==> config.mk <==
export PLATFORM = sky130hd
export DESIGN_NAME = debounce_bank_flat
export DESIGN_NICKNAME = d
export VERILOG_FILES = /design/src/rtl/debounce_bank_if.sv /design/src/rtl/debounce_bank.sv /design/src/flat_wrapper.sv
export SDC_FILE = /design/constraint.sdc
export NUM_CORES = 1
export LEC_CHECK = 0
export ABC_CLOCK_PERIOD_IN_PS = 3900
export CAP_MARGIN = 10
export CORE_MARGIN = 2
export CORE_UTILIZATION = 60
export CTS_CLUSTER_SIZE = 8
export DETAILED_ROUTE_END_ITERATION = 6
export MAX_ROUTING_LAYER = met4
export PLACE_DENSITY = 0.78
export SLEW_MARGIN = 0
export SYNTH_ARGS = -nofsm -noshare
export SYNTH_HDL_FRONTEND = slang
export SYNTH_SLANG_ARGS = --single-unit
==> constraint.sdc <==
create_clock -name CLK -period 3.9 [get_ports CLK]
set_clock_uncertainty 0.1 [all_clocks]
set_input_delay 0.78 -clock CLK [delete_from_list [all_inputs] [get_ports CLK]]
set_output_delay 0.78 -clock CLK [all_outputs]
set_load 0.1 [all_outputs]
==> src/rtl/debounce_bank_if.sv <==
// Pin-side and user-side signals of the debouncer bank, one bit per channel.
// master drives the raw pins; slave is the debouncer itself.
interface debounce_bank_if #(
    parameter int N = 4
);
    logic [N-1:0] sw_in;
    logic [N-1:0] state;
    logic [N-1:0] pressed;
    logic [N-1:0] trans_press;
    logic [N-1:0] trans_release;
    logic [N-1:0] toggle;
    logic [N-1:0] long_press;

    modport master (
        output sw_in,
        input  state, pressed, trans_press, trans_release, toggle, long_press
    );

    modport slave (
        input  sw_in,
        output state, pressed, trans_press, trans_release, toggle, long_press
    );
endinterface

==> src/rtl/debounce_bank.sv <==
// N-channel switch debouncer: 2-flop synchroniser, stable-count filter,
// press/release pulses, press-toggled latch and one-shot long-press pulse.
module debounce_lane #(
    parameter int STABLE_CYCLES = 50000,
    parameter int LONG_CYCLES   = 12000000,
    parameter int PRESS_LEVEL   = 0
) (
    input  logic CLK,
    input  logic RESET,
    input  logic sw_in,
    output logic state,
    output logic pressed,
    output logic trans_press,
    output logic trans_release,
    output logic toggle,
    output logic long_press
);
    localparam int CW = $clog2(STABLE_CYCLES);
    // A zero-width hold counter is not legal, so the disabled case keeps one idle bit.
    localparam int HW = (LONG_CYCLES > 0) ? $clog2(LONG_CYCLES + 1) : 1;
    localparam logic PL  = (PRESS_LEVEL != 0);
    localparam logic REL = ~PL;
    localparam logic [CW-1:0] CNT_MAX  = CW'(STABLE_CYCLES - 1);
    localparam logic [CW-1:0] CNT_ONE  = CW'(1);
    localparam logic [HW-1:0] HOLD_MAX = HW'(LONG_CYCLES);
    localparam logic [HW-1:0] HOLD_ONE = HW'(1);

    logic          sync1, sync2;
    logic [CW-1:0] cnt;
    logic [HW-1:0] hold;
    logic          accept;

    assign accept  = (sync2 != state) && (cnt == CNT_MAX);
    assign pressed = (state == PL);

    always_ff @(posedge CLK) begin
        if (RESET) begin
            sync1         <= REL;
            sync2         <= REL;
            state         <= REL;
            cnt           <= '0;
            hold          <= '0;
            toggle        <= 1'b0;
            trans_press   <= 1'b0;
            trans_release <= 1'b0;
            long_press    <= 1'b0;
        end else begin
            sync1         <= sw_in;
            sync2         <= sync1;
            trans_press   <= 1'b0;
            trans_release <= 1'b0;
            long_press    <= 1'b0;

            if (sync2 == state) begin
                cnt <= '0;
            end else if (accept) begin
                state <= sync2;
                cnt   <= '0;
                if (sync2 == PL) begin
                    trans_press <= 1'b1;
                    toggle      <= ~toggle;
                end else begin
                    trans_release <= 1'b1;
                end
            end else begin
                cnt <= cnt + CNT_ONE;
            end

            // An accepted release on the firing edge clears hold first, so it beats long_press.
            if (accept || (state != PL)) begin
                hold <= '0;
            end else if (hold != HOLD_MAX) begin
                hold       <= hold + HOLD_ONE;
                long_press <= ((hold + HOLD_ONE) == HOLD_MAX);
            end
        end
    end
endmodule

module debounce_bank #(
    parameter int N             = 4,
    parameter int STABLE_CYCLES = 50000,
    parameter int LONG_CYCLES   = 12000000,
    parameter int PRESS_LEVEL   = 0
) (
    input  logic            CLK,
    input  logic            RESET,
    debounce_bank_if.slave  bus
);
    logic [N-1:0] state_w, pressed_w, tp_w, tr_w, tg_w, lp_w;

    for (genvar g = 0; g < N; g++) begin : g_lane
        debounce_lane #(
            .STABLE_CYCLES (STABLE_CYCLES),
            .LONG_CYCLES   (LONG_CYCLES),
            .PRESS_LEVEL   (PRESS_LEVEL)
        ) u_lane (
            .CLK           (CLK),
            .RESET         (RESET),
            .sw_in         (bus.sw_in[g]),
            .state         (state_w[g]),
            .pressed       (pressed_w[g]),
            .trans_press   (tp_w[g]),
            .trans_release (tr_w[g]),
            .toggle        (tg_w[g]),
            .long_press    (lp_w[g])
        );
    end

    assign bus.state         = state_w;
    assign bus.pressed       = pressed_w;
    assign bus.trans_press   = tp_w;
    assign bus.trans_release = tr_w;
    assign bus.toggle        = tg_w;
    assign bus.long_press    = lp_w;
endmodule

==> src/flat_wrapper.sv <==
// flat-port wrapper written by rule: the top's interface ports become plain ports
module debounce_bank_flat 
#(
    parameter int N             = 4,
    parameter int STABLE_CYCLES = 50000,
    parameter int LONG_CYCLES   = 12000000,
    parameter int PRESS_LEVEL   = 0
)
  (CLK, RESET, bus_sw_in, bus_state, bus_pressed, bus_trans_press, bus_trans_release, bus_toggle, bus_long_press);
  debounce_bank_if #(.N(N)) bus_i ();
  input  logic CLK;
  input  logic RESET;
  input wire logic [$bits(bus_i.sw_in)-1:0] bus_sw_in;
  output wire logic [$bits(bus_i.state)-1:0] bus_state;
  output wire logic [$bits(bus_i.pressed)-1:0] bus_pressed;
  output wire logic [$bits(bus_i.trans_press)-1:0] bus_trans_press;
  output wire logic [$bits(bus_i.trans_release)-1:0] bus_trans_release;
  output wire logic [$bits(bus_i.toggle)-1:0] bus_toggle;
  output wire logic [$bits(bus_i.long_press)-1:0] bus_long_press;
  assign bus_i.sw_in = bus_sw_in;
  assign bus_state = bus_i.state;
  assign bus_pressed = bus_i.pressed;
  assign bus_trans_press = bus_i.trans_press;
  assign bus_trans_release = bus_i.trans_release;
  assign bus_toggle = bus_i.toggle;
  assign bus_long_press = bus_i.long_press;
  debounce_bank #(.N(N), .STABLE_CYCLES(STABLE_CYCLES), .LONG_CYCLES(LONG_CYCLES), .PRESS_LEVEL(PRESS_LEVEL)) u_core (.CLK(CLK), .RESET(RESET), .bus(bus_i));
endmodule
Yosys cells after proc, flatten, opt, wreduce, memory -nomap -nowiden

Cells that the tools add are included.
Widths: inputs -> output; s select.

Register bits after elaboration: 188
Memories: 0
Bits in read-only memories: 0
Bits of input ports: 6
RAM bits: 0
Bits in latches: 0

Shift-type cells: 0
Bitwise logic cells: 24
Reduce and logical (&&, ||, !) cells: 32
Add/sub/neg operators: 8
Multipliers: 0
Order comparisons: 0
Multiplexer cells: 8
Divide/modulo/power cells: 0
Equal/unequal tests: 20

Operators with widths:

| kind                  | count |
|---|---|
| $add 24x1->24 const B | 4 |
| $eq 24x24->1 const B  | 4 |
| $ne 24x24->1 const B  | 4 |
| $add 16x1->16 const B | 4 |
| $eq 16x16->1 const B  | 4 |
| $reduce_or 3->1       | 12 |
| $not 1->1             | 24 |
| $reduce_and 3->1      | 4 |
| $mux 1                | 8 |
| $reduce_and 2->1      | 4 |
| $reduce_or 2->1       | 4 |
| $eq 1x1->1            | 4 |
| $logic_and 1x1->1     | 4 |
| $logic_or 1x1->1      | 4 |
| $ne 1x1->1            | 4 |

Longest topological paths before layout

Gate-level depths: netlist of the first run.

Depth after elaboration: 4
Gate-level depth with buffers: 10
Gate-level depth less buffers: 8

Modules after synthesis

From an unflattened synthesis of the first run, not the netlist that was laid out.

Cell total of the unflattened synthesis: 1,051
Area total of the unflattened synthesis: 9,115.0 sq um

By module, submodules not included:

| module                                       | cells an instance | seq. area each (sq um) | instances | area an instance (sq um) |
|---|---|---|---|---|
| debounce_lane at u_core.g_lane[0].u_lane ... | 260               | 940.9                  | 2         | 2,287.2 |
| debounce_lane at u_core.g_lane[3].u_lane     | 267               | 940.9                  | 1         | 2,292.2 |
| debounce_lane at u_core.g_lane[1].u_lane     | 264               | 940.9                  | 1         | 2,248.4 |

Worst setup path after synthesis of the first run

No wires, ideal clock.

Path type: reg-to-reg
From: register u_core.g_lane[2].u_lane.hold[1]
To: register u_core.g_lane[2].u_lane.long_press
Setup time: 0.095 ns
Arrival time: 2.090 ns
Stages on the path, launching flop included: 8
Slack: 1.615 ns
Required time: 3.705 ns
Cells stage by stage: dfxtp_1 ha_1 nand3_1 nor4_1 mux2_2 nor4_1 nand4b_1 a221oi_1

Word-level cells in the longest chain between the ends: 3
Elaborated cells on any way between the ends: 5
Those cells by class: add/sub: 1; eq/ne: 2; bitwise: 1; reduce/logical: 1

RTL lines:

| what                                                  | line                | source |
|---|---|---|
| start: declaration                                    | debounce_bank.sv:30 | `logic [HW-1:0] hold;` |
| start signal: assignment                              | debounce_bank.sv:73 | `hold <= hold + HOLD_ONE;` |
| branches (longest 3 deep; another with $add 24x1->24) | -                   |  |
| end signal: assignment                                | debounce_bank.sv:74 | `long_press <= ((hold + HOLD_ONE) == HOLD_MAX);` |
| end: declaration                                      | debounce_bank.sv:16 | `output logic long_press` |

Parallel ways; which one is timed is not known.
A chain may end at the register's enable or synchronous reset.

Worst setup path in the final report of the first run

From: register u_core.g_lane[2].u_lane.state
To: output bus_state[2]

RTL lines:

| what                     | line                | source |
|---|---|---|
| start: declaration       | debounce_bank.sv:11 | `output logic state,` |
| start signal: assignment | debounce_bank.sv:57 | `state <= sync2;` |
| end: declaration         | flat_wrapper.sv:14  | `output wire logic [$bits(bus_i.state)-1:0] bus_state;` |

No word-level cell between the ends.

==> results.cfg, run 1 <==
[timing]
setup_viol = 0
min_period_ps = 2910
timing.hold.ws_ps = 309
final_max_slew_viol_count = 0
min_period_over_period_pct = 74.6
max_freq_mhz = 344
worstMarginPinSlew_ps = 993
relSlewSlack_pct = 33.6
finalHoldViolCount = 0
grt_setup_unrepaired = false
fin_tns_setup_ps = 0

[worst_setup_path]
end_kind = primary output
path_class = reg2out
reg2reg_from = u_core.g_lane[2].u_lane.hold[0]
worst_path_largest_cell_delay_ps = 1170
crit_path_start_kind = flop
critPathMaxFanout = 5
cp.arrival_ps = 2030
worstPathCellList = clkdlybuf4s50_1
rr_worst_depth = 7
cp.buffers_inverters = 1
crit_path_top_delay_cell = clkdlybuf4s50_1
critPathRequiredTime_ps = 3020
rrSetupSlack_ps = 1220
cp_top_family = buffers and inverters
r2r-end = u_core.g_lane[2].u_lane.long_press

[yosys]
yosys.cell_count.top_type = dfxtp_1
netlist_area_sq_mm = 0.00909
synth_nets = 1100
synth_seq_area_share_pct = 41.4
yosysWarningCount = 0
synthTopCellsByArea = dfxtp_1 41%, xor2_1 8.5%, nor2_1 7.7%, xnor2_1 6.0%, nand3_1 4.3%
synth_edf_count = 0
synth_common_cells = 188 x dfxtp_1, 186 x nor2_1, 88 x xor2_1
netlist.top_cell.by_area = dfxtp_1
synth_cell_type_count = 59
postSynthCellCount = 1078
ys_ff_latch = 188
yosysTopAreaCellShare_pct = 41.4
synth_ff_type = dfxtp_1
synth_area_per_cell_sq_um = 8.44
async_reset_ff_share_pct = 0

[clocking]
cts-root-buf = clkbuf_16
tritoncts = done
cts_setup_buffers = 0
cts_resized = 0
cts_num_sinks = 188
clock_latency_ps = 430
htree_levels = 4
cts_hold_buffers = 0
clkTransAtPathRegs_ps = 60
numCtsBuffers = 17
clk_path_buf_depth = 2

[pwr]
irDropWorstVdd_v = 0.000328
leakagePower_nw = 3.20
p_per_area_mw_per_mm2 = 387

[die]
rows = 45
initial_utilization_pct = 60.5
die_area_sq_mm = 0.0162
die_w_um = 127
coreArea_sq_mm = 0.0150
io_pins = 30
dieHeight_um = 127

[outcome]
status = finished clean

[finish]
n_fill_cell = 1251
area_growth_pct = 9.75
drive_gt1_share_pct = 5.86
nNetsFinal = 1085
utilization_pct = 66.4
n_antenna_cell = 0

[route]
wire_per_inst_um = 13.6
firstDrtPassIters = 5
vias_per_cell = 5.65
final_antenna_net_count = 0
vias = 7143
drc = 0
wl_um = 17200
first_iter_violations = 594

[grt]
grt_start_max_net_pins = 28
grt_usage_pct = 22.8
grt_overflow = 0
grt_pass1_vias = 6500
antenna_found_initial = 0
grt_pass1_wl_um = 29800

[run]
cap_violations = 0

[place]
gp_congestion = 0.925
io_buffer_count = 29
hpwl_um = 11900

[min_path]
min_path_cells = 1
min_from = u_core.g_lane[3].u_lane.sync1
hold_class = reg2reg
min_to = u_core.g_lane[3].u_lane.sync2
-- registers in the layout, indices dropped and copies added, names as in the netlist --
name and flops:
u_core.g_lane.u_lane.hold 96, u_core.g_lane.u_lane.cnt 64, u_core.g_lane.u_lane.long_press 4, u_core.g_lane.u_lane.state 4, u_core.g_lane.u_lane.sync1 4, u_core.g_lane.u_lane.sync2 4
u_core.g_lane.u_lane.toggle 4, u_core.g_lane.u_lane.trans_press 4, u_core.g_lane.u_lane.trans_release 4
-- worst max-delay path by stage --
stage | from | cells past startpoint | to | slack, ps
3_5_place_dp | RESET | 4 | u_core.g_lane[0].u_lane.long_press | 1040
6_report | u_core.g_lane[2].u_lane.state | 1 | bus_state[2] | 990
2_1_floorplan | u_core.g_lane[2].u_lane.hold[1] | 7 | u_core.g_lane[2].u_lane.long_press | 1610
3_3_place_gp | RESET | 4 | u_core.g_lane[0].u_lane.long_press | 1130
5_1_grt | u_core.g_lane[2].u_lane.hold[0] | 7 | u_core.g_lane[2].u_lane.long_press | 820
4_1_cts | u_core.g_lane[2].u_lane.state | 1 | bus_state[2] | 970
-- area by class of cell --
type                    count  area, sq um  area share, %
clock buffers              19          453           4.54
repair buffers             34          328           3.28
well taps                 188          235           2.36
inverters                  35          131           1.32
flip-flops and latches    188         3760           37.7
multi-input cells         787         4860           48.7
clock inverters            13          214           2.14
-- cells by family (layout without fill, tap and decap cells) --
kind of cell | Yosys count | in the layout | share of synthesized area [%]
flops | 188 | 188 | 41.4
buf+inv | 103 | 101 | 5.38
mux | 8 | 8 | 0.977
xor+xnor | 150 | 150 | 14.4
simple gates | 546 | 546 | 31.0
compound gates | 67 | 67 | 4.64
fa+ha+maj | 16 | 16 | 2.20
-- stage by stage --
step	std cells	setup WS, ps	power [mW]	instance area (sq um)
after CTS	1264	971	3.89	9980
after detailed placement	1232	1040	1.99	9320
after global routing	1264	819	3.97	9980
after floorplan	1078	1610	1.99	9090
after global placement	1232	1130	1.99	9320
final	1264	991	3.86	9980
-- cell usage in the layout (no fill, tap or decap), types with 3 or more instances in the layout --
cell,Yosys,routed
nor4_2,5,5
nand2_1,64,64
a31oi_1,4,4
clkdlybuf4s50_1,0,29
or3_1,21,21
nand2b_1,6,6
mux2i_1,4,4
mux2_2,3,3
and4_1,9,9
o21ai_0,21,21
nor4_1,24,24
clkinvlp_4,0,4
o31ai_1,4,4
or2_2,11,11
or4_1,3,3
nand3_1,79,79
nor3_1,24,24
ha_1,16,16
nor2_1,186,186
nor4b_1,8,8
buf_4,25,5
nand4_1,40,40
inv_1,35,35
nor3b_1,14,14
and3_1,28,28
clkbuf_16,0,17
dfxtp_1,188,188
a21oi_1,16,16
a211oi_1,4,4
nor2b_1,4,4
and2_1,4,4
xnor2_1,62,62
xor2_1,88,88
nand4b_1,3,3
bufinv_16,0,5
-- routing by layer --
layer	global-route usage, %	vias up	wire length [um]
li1	-	3648	-
met1	30.2	3348	8410
met2	35.8	126	7980
met3	3.73	21	553
met4	7.69	0	205
met5	-	-	0
-- report_power, final --
| part | internal, mW | total, mW | switching, mW |
|---|---|---|---|
| Clock | 1.18 | 1.91 | 0.732 |
| Sequential | 1.92 | 1.93 | 0.00220 |
| Combinational | 0.0103 | 0.0246 | 0.0143 |
| Total | 3.11 | 3.86 | 0.748 |
No activity file was read; power rests on OpenSTA's default activity.
==> inputs of run 2 (changes only) <==
--- a/config.mk
+++ b/config.mk
@@ -5,7 +5,7 @@
 export SDC_FILE = /design/constraint.sdc
 export NUM_CORES = 1
 export LEC_CHECK = 0
-export ABC_CLOCK_PERIOD_IN_PS = 3900
+export ABC_CLOCK_PERIOD_IN_PS = 2700
 export CAP_MARGIN = 10
 export CORE_MARGIN = 2
 export CORE_UTILIZATION = 60
==> constraint.sdc (replaced) <==
create_clock -name CLK -period 2.7 [get_ports CLK]
set_clock_uncertainty 0.1 [all_clocks]
set_input_delay 0.54 -clock CLK [delete_from_list [all_inputs] [get_ports CLK]]
set_output_delay 0.54 -clock CLK [all_outputs]
set_load 0.1 [all_outputs]
==> run 2 against run 1 <==
Effect of this change: count of clock-buffer cells in the layout grew 1; worst hold slack better by 2.7 ps; global-route usage fell by 0.35 points; wire length is 1.8% higher; critical path depth up 6; die area stayed put; critical path type is now reg2reg; largest power group unchanged; highest routed layer unchanged.
==> results.cfg, run 2 (synthesis results as in run 1) <==
[timing]
min_period_over_period_pct = 89.9
grt_setup_unrepaired = false
final_max_slew_viol_count = 0
max_freq_mhz = 412
relSlewSlack_pct = 59.0
setup_viol = 0
min_period_ps = 2430
fin_tns_setup_ps = 0
finalHoldViolCount = 0
worstMarginPinSlew_ps = 610
setup_ws_ps = 273

[outcome]
status = finished clean

[min_path]
hold_class = reg2reg

[finish]
area_growth_pct = 10.3
drive_gt1_share_pct = 9.76
nNetsFinal = 1105
n_fill_cell = 1262
layout_commonest_cell = dfxtp_1
largest_reg_flops = 96
final_cell_mix = 187 x dfxtp_1, 186 x nor2_1, 88 x xor2_1, 79 x nand3_1, 64 x nand2_1
regMostFlops = u_core.g_lane.u_lane.hold
n_antenna_cell = 0
reg_top3 = u_core.g_lane.u_lane.hold: 96 flops, u_core.g_lane.u_lane.cnt: 64 flops

[place]
pre_cts_ws_ps = 225
hpwl_um = 12200
io_buffer_count = 29
gp_congestion = 0.881

[die]
initial_utilization_pct = 60.5
coreArea_sq_mm = 0.0150
dieHeight_um = 127
rows = 45
die_area_sq_mm = 0.0162
die_w_um = 127
io_pins = 30

[worst_setup_path]
critical_path_depth = 7
rrSetupSlack_ps = 270
rr_worst_depth = 7
end_kind = flop
crit_path_top_delay_cell = dfxtp_1
r2r-end = u_core.g_lane[1].u_lane.long_press
cp.buffers_inverters = 0
reg2reg_from = u_core.g_lane[1].u_lane.hold[1]
cp.arrival_ps = 2660
critPathRequiredTime_ps = 2940
worstPathCellList = ha_1 > and3_1 > nand3_1 > xor2_1 > nand3_1 > or4_1 > nor4_1
worst_path_largest_cell_delay_ps = 430
path_class = reg2reg
critPathMaxFanout = 8
crit_path_start_kind = flop
crit_top_cell = nand3_1
critPathLaunch = u_core.g_lane[1].u_lane.hold[1]
critPathCapture = u_core.g_lane[1].u_lane.long_press
cp_top_family = simple AND/OR/NAND/NOR gates

[grt]
grt_pass1_vias = 6433
grt_overflow = 0
grt_util_met1_pct = 29.8
grt_start_max_net_pins = 20
grtUsageMet2_pct = 35.4
grt_usage_pct = 22.5
grt.busiest_layer = met2
use_met3_pct = 4.94
grt_pass1_wl_um = 29500
antenna_found_initial = 0

[clocking]
cts-root-buf = clkbuf_16
cts_num_sinks = 188
cts_hold_buffers = 0
numCtsBuffers = 17
htree_levels = 4
tritoncts = done
clk_path_buf_depth = 2
cts_resized = 0
clkTransAtPathRegs_ps = 70
clock_latency_ps = 430
cts_setup_buffers = 0

[route]
drc = 0
wl_um = 17500
firstDrtPassIters = 5
vias_per_cell = 5.56
first_iter_violations = 499
final_antenna_net_count = 0
vias = 7133
wire_per_inst_um = 13.6

[pwr]
power_mw = 5.39
irDropWorstVdd_v = 0.000505
p_per_area_mw_per_mm2 = 537
leakagePower_nw = 3.33

[run]
cap_violations = 0
run 2: cell count changes in the layout (fill, tap and decap cells not counted), moves of 2 or more:
cell / delta
buf_4: +44
clkdlybuf4s50_1: -24
bufinv_16: -2
clkbuf_1: +2
inv_6: +2
run 2: layout make-up:
cell class | count | area, sq um | share of cell area [%]
tap | 188 | 235 | 2.34
sequential | 188 | 3760 | 37.5
inverter | 35 | 131 | 1.31
clock inverter | 12 | 164 | 1.63
multi-input combinational | 787 | 4870 | 48.6
timing repair buffer | 54 | 418 | 4.17
clock buffer | 20 | 447 | 4.45
run 2: worst reg2reg max path: stages (launching register included):
cell     delay, ps
dfxtp_1        430
ha_1           250
and3_1         370
nand3_1        140
xor2_1         230
nand3_1        140
or4_1          410
nor4_1         280
run 2: where the power goes:
group          total (mW)  switching [mW]  internal [mW]
combinational      0.0382          0.0213         0.0169
clock                2.57            1.07           1.49
sequential           2.78         0.00368           2.78
run 2: per-layer routing:
metal	wire, um	up-vias
met1	8580	3336
met4	110	0
met5	0	-
met2	8170	105
li1	-	3683
met3	601	9
run 2: worst min-delay path by stage:
stage / startpoint / to / slack, ps / cells after the start
6_report: u_core.g_lane[3].u_lane.sync1 / u_core.g_lane[3].u_lane.sync2 / 310 / 1
5_1_grt: u_core.g_lane[3].u_lane.sync1 / u_core.g_lane[3].u_lane.sync2 / 330 / 1
4_1_cts: u_core.g_lane[3].u_lane.sync1 / u_core.g_lane[3].u_lane.sync2 / 310 / 1
3_5_place_dp: u_core.g_lane[3].u_lane.sync1 / u_core.g_lane[3].u_lane.sync2 / 300 / 1
3_3_place_gp: u_core.g_lane[0].u_lane.sync1 / u_core.g_lane[0].u_lane.sync2 / 290 / 1
2_1_floorplan: u_core.g_lane[0].u_lane.sync1 / u_core.g_lane[0].u_lane.sync2 / 290 / 1
run 2: stage by stage:
| stage | cell area [sq um] | utilization, % | std cells | hold WS [ps] |
|---|---|---|---|---|
| 2_1_floorplan | 9090 | - | 1078 | 289 |
| 3_3_place_gp | 9410 | 62.6 | 1252 | 294 |
| 3_5_place_dp | 9410 | 62.6 | 1252 | 296 |
| 4_1_cts | 10000 | 66.6 | 1284 | 312 |
| 5_1_grt | 10000 | 66.7 | 1284 | 328 |
| 6_report | 10000 | 66.7 | 1284 | 312 |
==> inputs of run 3 (changes only) <==
--- a/config.mk
+++ b/config.mk
@@ -7,12 +7,14 @@
 export LEC_CHECK = 0
 export ABC_CLOCK_PERIOD_IN_PS = 2700
 export CAP_MARGIN = 10
+export CELL_PAD_IN_SITES_DETAIL_PLACEMENT = 0
+export CELL_PAD_IN_SITES_GLOBAL_PLACEMENT = 2
 export CORE_MARGIN = 2
-export CORE_UTILIZATION = 60
+export CORE_UTILIZATION = 38
 export CTS_CLUSTER_SIZE = 8
 export DETAILED_ROUTE_END_ITERATION = 6
 export MAX_ROUTING_LAYER = met4
-export PLACE_DENSITY = 0.78
+export PLACE_DENSITY_LB_ADDON = 0.1
 export SLEW_MARGIN = 0
 export SYNTH_ARGS = -nofsm -noshare
 export SYNTH_HDL_FRONTEND = slang
==> run 3 against run 2 <==
Effect of this change: first-iteration DRC count is 33% lower; sequential share of layout area decreased by 0.71 points; global-route usage shrank 6.3 points; final cell count increased by 11%; cell area increased by 1.9%; sequential cell count stayed put; highest routed layer unchanged.
==> results.cfg, run 3 (synthesis results as in run 1) <==
[grt]
antenna_found_initial = 0
use_met3_pct = 3.29
grt_pass1_vias = 6601
grt_start_max_net_pins = 21
grt_pass1_wl_um = 33100
grt_util_met1_pct = 22.5
grt_overflow = 0
grtUsageMet2_pct = 24.3
grt_usage_pct = 16.2
grt.busiest_layer = met2

[timing]
timing.hold.ws_ps = 309
grt_setup_unrepaired = false
setup_ws_ps = 284
min_period_over_period_pct = 89.5
finalHoldViolCount = 0
max_freq_mhz = 414
final_max_slew_viol_count = 0
min_period_ps = 2420
worstMarginPinSlew_ps = 568
relSlewSlack_pct = 62.2
setup_viol = 0
fin_tns_setup_ps = 0

[worst_setup_path]
end_kind = flop
critPathMaxFanout = 8
rrSetupSlack_ps = 280
cp.arrival_ps = 2660
rr_worst_depth = 5
critPathRequiredTime_ps = 2940
path_class = reg2reg
r2r-end = u_core.g_lane[0].u_lane.long_press
worstPathCellList = nand4_2 > or4_1 > mux2_4 > or3_1 > nor4_2
crit_path_start_kind = flop
reg2reg_from = u_core.g_lane[0].u_lane.hold[3]
worst_path_largest_cell_delay_ps = 700
crit_path_top_delay_cell = or4_1

[die]
die_w_um = 159
coreArea_sq_mm = 0.0235
die_area_sq_mm = 0.0252
rows = 56
dieHeight_um = 159
io_pins = 30
initial_utilization_pct = 38.7

[run]
cap_violations = 0

[route]
drc = 0
wire_per_inst_um = 13.6
final_antenna_net_count = 0
first_iter_violations = 333
firstDrtPassIters = 4
wl_um = 19400
vias_per_cell = 4.87
vias = 6937

[place]
placedInstanceArea_sq_mm = 0.00963
hpwl_um = 13900
gp_congestion = 0.784
io_buffer_count = 29
pre_cts_ws_ps = 250

[clocking]
numCtsBuffers = 17
clkTransAtPathRegs_ps = 70
cts_setup_buffers = 0
cts_resized = 0
tritoncts = done
clock_latency_ps = 420
cts_hold_buffers = 0
cts-root-buf = clkbuf_16
cts_num_sinks = 188
clk_path_buf_depth = 2
htree_levels = 4

[outcome]
status = finished clean

[finish]
layout_commonest_cell = dfxtp_1
final_area_sq_mm = 0.0102
area_growth_pct = 12.4
drive_gt1_share_pct = 10.3
n_fill_cell = 2366
reg_top3 = u_core.g_lane.u_lane.hold: 96 flops, u_core.g_lane.u_lane.cnt: 64 flops
final_cell_mix = 188 x dfxtp_1, 186 x nor2_1, 88 x xor2_1, 79 x nand3_1, 64 x nand2_1
n_antenna_cell = 0
nNetsFinal = 1113
regMostFlops = u_core.g_lane.u_lane.hold
largest_reg_flops = 96

[min_path]
min_from = u_core.g_lane[1].u_lane.sync1
min_path_cells = 1
hold_class = reg2reg
min_to = u_core.g_lane[1].u_lane.sync2

[pwr]
leakagePower_nw = 3.36
p_per_area_mw_per_mm2 = 524
irDropWorstVdd_v = 0.000404
[run 3: per-layer routing]
layer | share of wire, % | up-vias
met4 | 0.61 | 0
li1 | - | 3702
met5 | 0 | -
met2 | 44 | 60
met3 | 2.9 | 9
met1 | 53 | 3166
[run 3: worst max-delay path by stage]
stage | endpoint | from | slack, ps
detailed placement | u_core.g_lane[2].u_lane.long_press | RESET | 250
global placement | u_core.g_lane[2].u_lane.long_press | RESET | 210
global route | u_core.g_lane[2].u_lane.long_press | u_core.g_lane[2].u_lane.hold[1] | 10
floorplan | u_core.g_lane[2].u_lane.long_press | u_core.g_lane[2].u_lane.hold[1] | 410
CTS | u_core.g_lane[2].u_lane.long_press | u_core.g_lane[2].u_lane.hold[0] | 250
finish | u_core.g_lane[0].u_lane.long_press | u_core.g_lane[0].u_lane.hold[3] | 280
[run 3: layout make-up]
class                   instances  area, sq um  share of cell area [%]
clock buffers                  20          457                    4.47
clock inverters                12          135                    1.32
inverters                      35          131                    1.29
multi-input cells             787         4860                    47.5
flip-flops and latches        188         3760                    36.8
well taps                     319          399                    3.90
repair buffers                 62          478                    4.68
[run 3: worst max-delay path: cells and delay by family (launching register included)]
kind	cells	cell delay (ps)
multiplexers	1	340
AND/OR/NAND/NOR	4	1430
flip-flops	1	470
[run 3: power breakdown]
part / internal (mW) / switching [mW] / leakage [nW] / total, mW
Combinational: 0.0158 / 0.0214 / 1.55 / 0.0373
Sequential: 2.78 / 0.00329 / 1.52 / 2.78
Clock: 1.42 / 1.11 / 0.291 / 2.53
Total: 4.22 / 1.13 / 3.36 / 5.35
[run 3: stage by stage]
| stage | utilization [%] | power (mW) | std cells |
|---|---|---|---|
| 6_report | 43.5 | 5.35 | 1423 |
| 5_1_grt | 43.5 | 5.56 | 1423 |
| 4_1_cts | 43.5 | 5.45 | 1423 |
| 3_5_place_dp | 41.0 | 2.88 | 1391 |
| 3_3_place_gp | 41.0 | 2.88 | 1391 |
| 2_1_floorplan | - | 2.87 | 1078 |
